===== config.mk =====
export PLATFORM = sky130hd
export DESIGN_NAME = mp_layer_scheduler
export DESIGN_NICKNAME = d
export VERILOG_FILES = /design/src/rtl/mp_layer_scheduler.sv
export SDC_FILE = /design/constraint.sdc
export NUM_CORES = 1
export LEC_CHECK = 0
export BUFFER_PORTS_ARGS = -buffer_cell sky130_fd_sc_hd__buf_2
export CORE_ASPECT_RATIO = 0.8
export CORE_MARGIN = 4
export CORE_UTILIZATION = 23
export CTS_BUF_LIST = sky130_fd_sc_hd__clkbuf_16
export CTS_CLUSTER_DIAMETER = 200
export DETAILED_ROUTE_END_ITERATION = 6
export PLACE_DENSITY = 0.43
export SETUP_SLACK_MARGIN = 0.05
export SLEW_MARGIN = 10
export SYNTH_ARGS = -nofsm -noshare
export SYNTH_HDL_FRONTEND = slang
export SYNTH_SLANG_ARGS = --single-unit

===== constraint.sdc =====
create_clock -name clk_i -period 5.1 [get_ports clk_i]
set_input_delay 0.51 -clock clk_i [delete_from_list [all_inputs] [get_ports clk_i]]
set_output_delay 0.51 -clock clk_i [all_outputs]
set_load 0.005 [all_outputs]

===== src/rtl/mp_layer_scheduler.sv =====
// rtl/mp_layer_scheduler.sv - timestep/channel/synapse sequencer for one spiking FC layer
module mp_layer_scheduler #(
  parameter int OUTPUT_CHANNEL_NUM = 256,
  parameter int INPUT_LEN          = 64,
  parameter int TIMESTEPS          = 8,
  parameter int DRAIN_CYCLES       = 3,
  parameter int CH_W               = 8,
  parameter int IN_W               = 16
) (
  input  logic            clk_i,
  input  logic            rstn_i,
  input  logic            start_i,
  input  logic            abort_i,
  input  logic            stall_i,
  output logic            syn_valid_o,
  output logic [IN_W-1:0] syn_addr_o,
  output logic [CH_W-1:0] channel_num_o,
  output logic            mp_ready_o,
  output logic            output_num_switch_pe_o,
  output logic [3:0]      timestep_o,
  output logic            timestep_done_o,
  output logic            busy_o,
  output logic            done_o
);

  typedef enum logic [1:0] {
    S_IDLE  = 2'd0,
    S_RUN   = 2'd1,
    S_DRAIN = 2'd2,
    S_DONE  = 2'd3
  } state_e;

  localparam logic [IN_W-1:0] ADDR_LAST  = IN_W'(INPUT_LEN - 1);
  localparam logic [CH_W-1:0] CH_LAST    = CH_W'(OUTPUT_CHANNEL_NUM - 1);
  localparam logic [3:0]      TS_LAST    = 4'(TIMESTEPS - 1);
  localparam logic [7:0]      DRAIN_LAST = 8'(DRAIN_CYCLES - 1);

  state_e          state_q, state_d;
  logic            syn_valid_q, syn_valid_d;
  logic [IN_W-1:0] syn_addr_q, syn_addr_d;
  logic [CH_W-1:0] channel_q, channel_d;
  logic [3:0]      timestep_q, timestep_d;
  logic            strobe_q, strobe_d;
  logic            ts_done_q, ts_done_d;
  logic            mp_ready_q, mp_ready_d;
  logic            busy_q, busy_d;
  logic            done_q, done_d;
  logic [7:0]      drain_cnt_q, drain_cnt_d;

  // The cycle on display is the final strobe of the whole inference.
  logic last_strobe;
  assign last_strobe = strobe_q && (channel_q == CH_LAST) && (timestep_q == TS_LAST);

  // State and output registers; every output is driven straight from a flop.
  always_ff @(posedge clk_i or negedge rstn_i) begin
    if (!rstn_i) begin
      state_q     <= S_IDLE;
      syn_valid_q <= 1'b0;
      syn_addr_q  <= '0;
      channel_q   <= '0;
      timestep_q  <= '0;
      strobe_q    <= 1'b0;
      ts_done_q   <= 1'b0;
      mp_ready_q  <= 1'b0;
      busy_q      <= 1'b0;
      done_q      <= 1'b0;
      drain_cnt_q <= '0;
    end else begin
      state_q     <= state_d;
      syn_valid_q <= syn_valid_d;
      syn_addr_q  <= syn_addr_d;
      channel_q   <= channel_d;
      timestep_q  <= timestep_d;
      strobe_q    <= strobe_d;
      ts_done_q   <= ts_done_d;
      mp_ready_q  <= mp_ready_d;
      busy_q      <= busy_d;
      done_q      <= done_d;
      drain_cnt_q <= drain_cnt_d;
    end
  end

  // Next-state and next-output logic; counters advance from the values currently on display.
  always_comb begin
    state_d     = state_q;
    syn_valid_d = 1'b0;
    syn_addr_d  = syn_addr_q;
    channel_d   = channel_q;
    timestep_d  = timestep_q;
    strobe_d    = 1'b0;
    ts_done_d   = 1'b0;
    mp_ready_d  = 1'b0;
    busy_d      = 1'b0;
    done_d      = 1'b0;
    drain_cnt_d = drain_cnt_q;

    if (abort_i) begin
      state_d     = S_IDLE;
      syn_addr_d  = '0;
      channel_d   = '0;
      timestep_d  = '0;
      drain_cnt_d = '0;
    end else begin
      unique case (state_q)
        S_IDLE: begin
          if (start_i) begin
            state_d     = S_RUN;
            syn_valid_d = 1'b1;
            syn_addr_d  = '0;
            channel_d   = '0;
            timestep_d  = '0;
            strobe_d    = (ADDR_LAST == '0);
            ts_done_d   = (ADDR_LAST == '0) && (CH_LAST == '0);
            mp_ready_d  = 1'b1;
            busy_d      = 1'b1;
          end
        end

        S_RUN: begin
          busy_d = 1'b1;
          if (last_strobe) begin
            // Everything has been issued; a stall here has nothing left to hold.
            state_d     = S_DRAIN;
            drain_cnt_d = '0;
          end else if (stall_i) begin
            mp_ready_d = 1'b1;
          end else begin
            mp_ready_d  = 1'b1;
            syn_valid_d = 1'b1;
            if (syn_addr_q == ADDR_LAST) begin
              syn_addr_d = '0;
              if (channel_q == CH_LAST) begin
                channel_d  = '0;
                timestep_d = timestep_q + 4'd1;
              end else begin
                channel_d = channel_q + CH_W'(1);
              end
            end else begin
              syn_addr_d = syn_addr_q + IN_W'(1);
            end
            strobe_d  = (syn_addr_d == ADDR_LAST);
            ts_done_d = (syn_addr_d == ADDR_LAST) && (channel_d == CH_LAST);
          end
        end

        S_DRAIN: begin
          if (drain_cnt_q == DRAIN_LAST) begin
            state_d = S_DONE;
            done_d  = 1'b1;
          end else begin
            busy_d      = 1'b1;
            drain_cnt_d = drain_cnt_q + 8'd1;
          end
        end

        S_DONE: begin
          state_d = S_IDLE;
        end

        default: begin
          state_d = S_IDLE;
        end
      endcase
    end
  end

  assign syn_valid_o            = syn_valid_q;
  assign syn_addr_o             = syn_addr_q;
  assign channel_num_o          = channel_q;
  assign mp_ready_o             = mp_ready_q;
  assign output_num_switch_pe_o = strobe_q;
  assign timestep_o             = timestep_q;
  assign timestep_done_o        = ts_done_q;
  assign busy_o                 = busy_q;
  assign done_o                 = done_q;

endmodule


# ---- After elaboration in Yosys (flattened, before gate mapping)
# Cells that the tools add are included.
dict set report totals {
  output_inout_bits 34
  regBits 44
  input_bits 5
}
dict set report op_classes {
  mux 59
  n_addsub 4
  reduce_logical 10
  n_eq_ne 17
}
# op count
set op_table {}
lappend op_table {{two-way mux 16 bit} 9}
lappend op_table {{two-way mux 8 bit} 13}
lappend op_table {{== test 16 x 6 -> 1 bit (second input constant)} 2}
lappend op_table {{case mux 16 bit (2 select lines)} 1}
lappend op_table {{case mux 8 bit (2 select lines)} 2}
lappend op_table {{two-way mux 4 bit} 6}
lappend op_table {{inequality test 3 bit (second input constant)} 8}
lappend op_table {{two-way mux 1 bit} 19}
lappend op_table {{adder 16 x 1 -> 16 bit (second input constant)} 1}
lappend op_table {{adder 8 x 1 -> 8 bit (second input constant)} 2}
lappend op_table {{== test 8 bit (second input constant)} 2}
lappend op_table {{== test 8 x 2 -> 1 bit (second input constant)} 1}
lappend op_table {{two-way mux 2 bit} 4}
lappend op_table {{case mux 2 bit (4 select lines)} 1}
lappend op_table {{case mux 4 bit (2 select lines)} 1}
lappend op_table {{AND reduction 3 bit} 2}
lappend op_table {{AND reduction 6 bit} 1}
lappend op_table {{nonzero test 3 bit} 2}
lappend op_table {{adder 4 x 1 -> 4 bit (second input constant)} 1}
lappend op_table {{== test 2 bit (second input constant)} 2}
lappend op_table {{== test 4 x 3 -> 1 bit (second input constant)} 1}
lappend op_table {{case mux 1 bit (2 select lines)} 2}
lappend op_table {{AND reduction 4 bit} 1}
lappend op_table {{logical AND 1 bit} 3}
lappend op_table {{other kinds (3)} 3}

# ---- Depth between registers and ports, before layout
dict set report logic_depth {
  depth_word 13
  ltp_mapped 10
  depth_no_buf 7
}

# ---- Worst setup path before layout
# OpenSTA, ideal clock, no wires.
dict set report synth_path {
  path_kind {register to register}
  startpoint {register channel_q[0], in the netlist channel_num_o[0]}
  endpoint {register syn_addr_q[8], in the netlist syn_addr_o[8]}
  path_stages_with_launch 9
  path_buffers 2
  t_arrival_ps 1888
  slack_ps 3117
  path_cell_list {dfrtp_1 > ha_1 > and3_1 > a31o_2 > buf_2 > nor3_2 > buf_4 > nand2_1 > o31ai_1}
}
dict set report synth_via {
  elab_chain_cells 5
}
# item line_no
set synth_rtl {}
lappend synth_rtl {{start: declaration} 41} ;# logic [CH_W-1:0] channel_q, channel_d;
lappend synth_rtl {{start signal: assignment} 72} ;# channel_q <= channel_d;
lappend synth_rtl {{== test 8 bit} 52} ;# assign last_strobe = strobe_q && (channel_q == CH_LAST) && (timestep_q == TS_LAST);
lappend synth_rtl {{logical AND 1 bit (2 in a row)} 52}
lappend synth_rtl {{inequality test 3 bit (no line)} -}
lappend synth_rtl {{AND reduction 4 bit (no line)} -}
lappend synth_rtl {{end signal: assignment} 71} ;# syn_addr_q <= syn_addr_d;
lappend synth_rtl {{end: declaration} 40} ;# logic [IN_W-1:0] syn_addr_q, syn_addr_d;
# No other way between the ends.
# A chain may end at the register's enable or synchronous reset.

# ---- Final worst setup path
dict set report layout_path {
  startpoint {register state_q[1]}
  endpoint {register channel_q[0], in the netlist channel_num_o[0]}
}
dict set report layout_via {
  elab_chain_cells 3
  word_cells_on_any_way 9
  cone_classes {eq/ne (4); mux (2); reduce/logical (3)}
}
# item line_no
set layout_rtl {}
lappend layout_rtl {{start: declaration} 38} ;# state_e state_q, state_d;
lappend layout_rtl {{start signal: assignment} 69} ;# state_q <= state_d;
lappend layout_rtl {{== test 2 x 1 -> 1 bit or zero test 2 bit (tied branches)} 104} ;# unique case (state_q)
lappend layout_rtl {{inequality test 3 bit (no line) (tied with other cells)} -}
lappend layout_rtl {{AND reduction 4 bit (no line) or two-way mux 8 bit (tied branches)} -}
# Parallel ways exist; a longest one is shown, timed or not.

==> results by group <==
Finish
  – Nets: 360
  – Most common cell after layout, fill and taps aside: dfrtp_1
  – Commonest cells after routing, fill and taps aside: dfrtp_1 (44), o21ai_0 (40), buf_2 (38)
  – Layout area overhead: 16.19%
  – Layout cells sized above 1: 16.14%
  – Final Non-Filler Cells: 495
  – Diode count: 0

Detailed routing
  – Initial detailed-routing violation count: 149
  – Residual DRC: 0
  – DRT Pass-1 Iters: 4
  – Routed WL: 7.816 mm
  – Via-to-Cell Ratio: 5.166
  – Antenna viol nets, final: 0
  – Wire per inst: 15.79 um
  – Vias: 2557

Global route
  – Initial antenna violation count: 0
  – Largest net degree at the start of global routing: 45
  – Number of global-route vias before repair: 2516
  – Total track usage: 11.66%
  – First-pass GRT wire length: 13.14 mm
  – Total global routing overflow: 0

Placement
  – GP Congestion: 0.8395
  – Post-Place Cells: 487
  – Buffers on Ports: 38
  – Placement Setup Slack: 2748 ps
  – Hpwl dp: 5.470 mm

Timing
  – Final Setup Violations: 0
  – Final period util: 46.35%
  – Slew HR: 30.65%
  – RSZ-0062 raised after global routing: false
  – FMAX: 423.0 MHz
  – Final setup TNS: 0 ps
  – Slew @ Worst Pin: 1040 ps
  – Fin Clk Skew: 5.019 ps
  – Final critical-path required period: 2364 ps
  – Fin worst setup slack: 2736 ps
  – Hold Violations, Final: 0
  – Fin. max-slew vios: 0

Die
  – Die X: 131.0 um
  – Total die area: 13930 sq um
  – Core footprint: 11690 sq um
  – Die span in y: 106.4 um
  – # IOs: 39
  – Initial Util: 23.80%
  – Row cnt: 35

Clocking
  – TritonCTS Sinks: 44
  – Post-CTS Resized: 0
  – CTS max path bufs: 2
  – Clock slew at reported path FFs: 70 ps
  – Clock H-tree levels: 2
  – Clk_lat worst skew: 290 ps
  – CTS buffer count: 5
  – CTS root buf: clkbuf_16
  – Cts hold-fix bufs: 0
  – CTS tree: done
  – Post-CTS Setup Bufs: 0

Power
  – Leakage power: 1.468 nW
  – VDD IR max: 0.1346 mV
  – PD cells: 331.3 nW/um^2

Logic synthesis
  – Cell count after synthesis: 319
  – Post-synth ARST share: 100.0%
  – Synth Area per Inst: 8.723 sq um
  – Net Count, Synth: 333
  – Share of the synthesized area in the top cell type: 39.57%
  – Synth Flop Type: dfrtp_1
  – Synth Cell Area: 2783 sq um
  – Synth Warn #: 0
  – Seq cells post-synth: 44
  – Unique masters post-synth: 55
  – EDFF count, synth: 0
  – Yosys top cell by area: dfrtp_1
  – Synth area leaders: dfrtp_1 (40%), o21ai_0 (7.2%), ha_1 (4.0%)
  – Sequential share of the synthesized area: 39.57%

Run status
  – Status: finished, final reports clean

Critical path
  – Crit-path max FO: 19
  – R2R depth: 7
  – Reg2reg setup slack: 2740 ps
  – Reg-to-reg endpoint: channel_num_o[0]
  – Worst Path Arrival: 2560 ps
  – Startpoint Class: flip-flop
  – Worst r2r src: state_q[1]
  – WP data required: 5290 ps
  – Kind of critical path: reg2reg
  – Setup crit end kind: flip-flop

Flow run
  – Max Cap Viol: 0

Min path
  – Worst Hold Class: in2async
[metal layers]
metal	share of wire [%]	vias to the layer above	global-route usage, %
met5	0	-	0
met4	0.78	0	2.496
met3	3.8	5	2.712
met2	43	50	17.14
met1	53	1255	17.28
li1	-	1247	-
[state kept, by name, indices dropped and copies added, names as in the netlist]
register / cells
timestep_done_o: 1
drain_cnt_q: 8
syn_valid_o: 1
syn_addr_o: 16
done_o: 1
mp_ready_o: 1
busy_o: 1
channel_num_o: 8
timestep_o: 4
output_num_switch_pe_o: 1
state_q: 2
[synthesized netlist by cell type, types with 6 or more instances]
master,number
dfrtp_1,44
o21ai_0,40
nand2_1,27
nor2_1,20
nand3_1,17
and3_1,13
inv_1,11
nand4_1,11
nor3_1,11
a21oi_1,10
buf_2,10
ha_1,9
nor4_1,7
o31ai_1,7
clkbuf_1,6
[power by group]
| part | switching [W] | internal (W) | total, W |
|---|---|---|---|
| clock | 0.000145 | 0.000229 | 0.000374 |
| sequential | 0.0000219 | 0.000375 | 0.000397 |
| combinational | 0.000207 | 0.0000934 | 0.000300 |
| total | 0.000374 | 0.000698 | 0.00107 |
[cells by family after synthesis]
| kind of cell | Yosys count | synth area share [%] |
|---|---|---|
| and+or+nand+nor | 134 | 26.84 |
| muxes | 3 | 1.124 |
| xor gates and xnor gates | 7 | 2.203 |
| buffers and inverters | 31 | 5.351 |
| AOI/OAI and AO/OA | 91 | 20.86 |
| adders and majority gates | 9 | 4.047 |
| DFF | 44 | 39.57 |
[worst max-delay path, stage by stage (launching register included)]
cell      delay, ps
dfrtp_1         400
inv_1           100
ha_1            310
nand2b_1        230
a31o_2          430
nor2_2          390
nand2_1         180
o31ai_1         230
[stage by stage]
| step | util [%] | hold slack [ps] | area, sq um | total power (W) |
|---|---|---|---|---|
| 4_1_cts | 27.65 | 466.0 | 3233 | 0.001085 |
| 3_5_place_dp | 26.25 | 512.1 | 3069 | 0.0007042 |
| 3_3_place_gp | 26.25 | 505.8 | 3069 | 0.0007007 |
| 5_1_grt | 27.65 | 517.0 | 3233 | 0.001141 |
| 6_report | 27.65 | 410.2 | 3233 | 0.001071 |
| 2_1_floorplan | - | 214.4 | 2783 | 0.0006155 |
[cell type report]
| cell class | count | area (sq um) |
|---|---|---|
| clock buffers | 5 | 125.1 |
| flip-flops and latches | 44 | 1101 |
| inverters | 11 | 41.29 |
| fillers | 1259 | 8459 |
| multi-input cells | 244 | 1536 |
| clock inverters | 3 | 38.79 |
| repair buffers | 40 | 205.2 |
| well taps | 148 | 185.2 |
[worst max path at each step]
stage | start | slack, ps | depth (start not counted) | to
global placement | state_q[1] | 2780 | 7 | channel_num_o[0]
CTS | state_q[1] | 2720 | 8 | syn_addr_o[8]
global route | state_q[1] | 2510 | 8 | syn_addr_o[8]
floorplan | channel_num_o[0] | 3120 | 8 | syn_addr_o[8]
detailed placement | state_q[1] | 2750 | 7 | channel_num_o[0]
finish | state_q[1] | 2740 | 7 | channel_num_o[0]
Note: power is estimated with default switching activity, not from simulation.
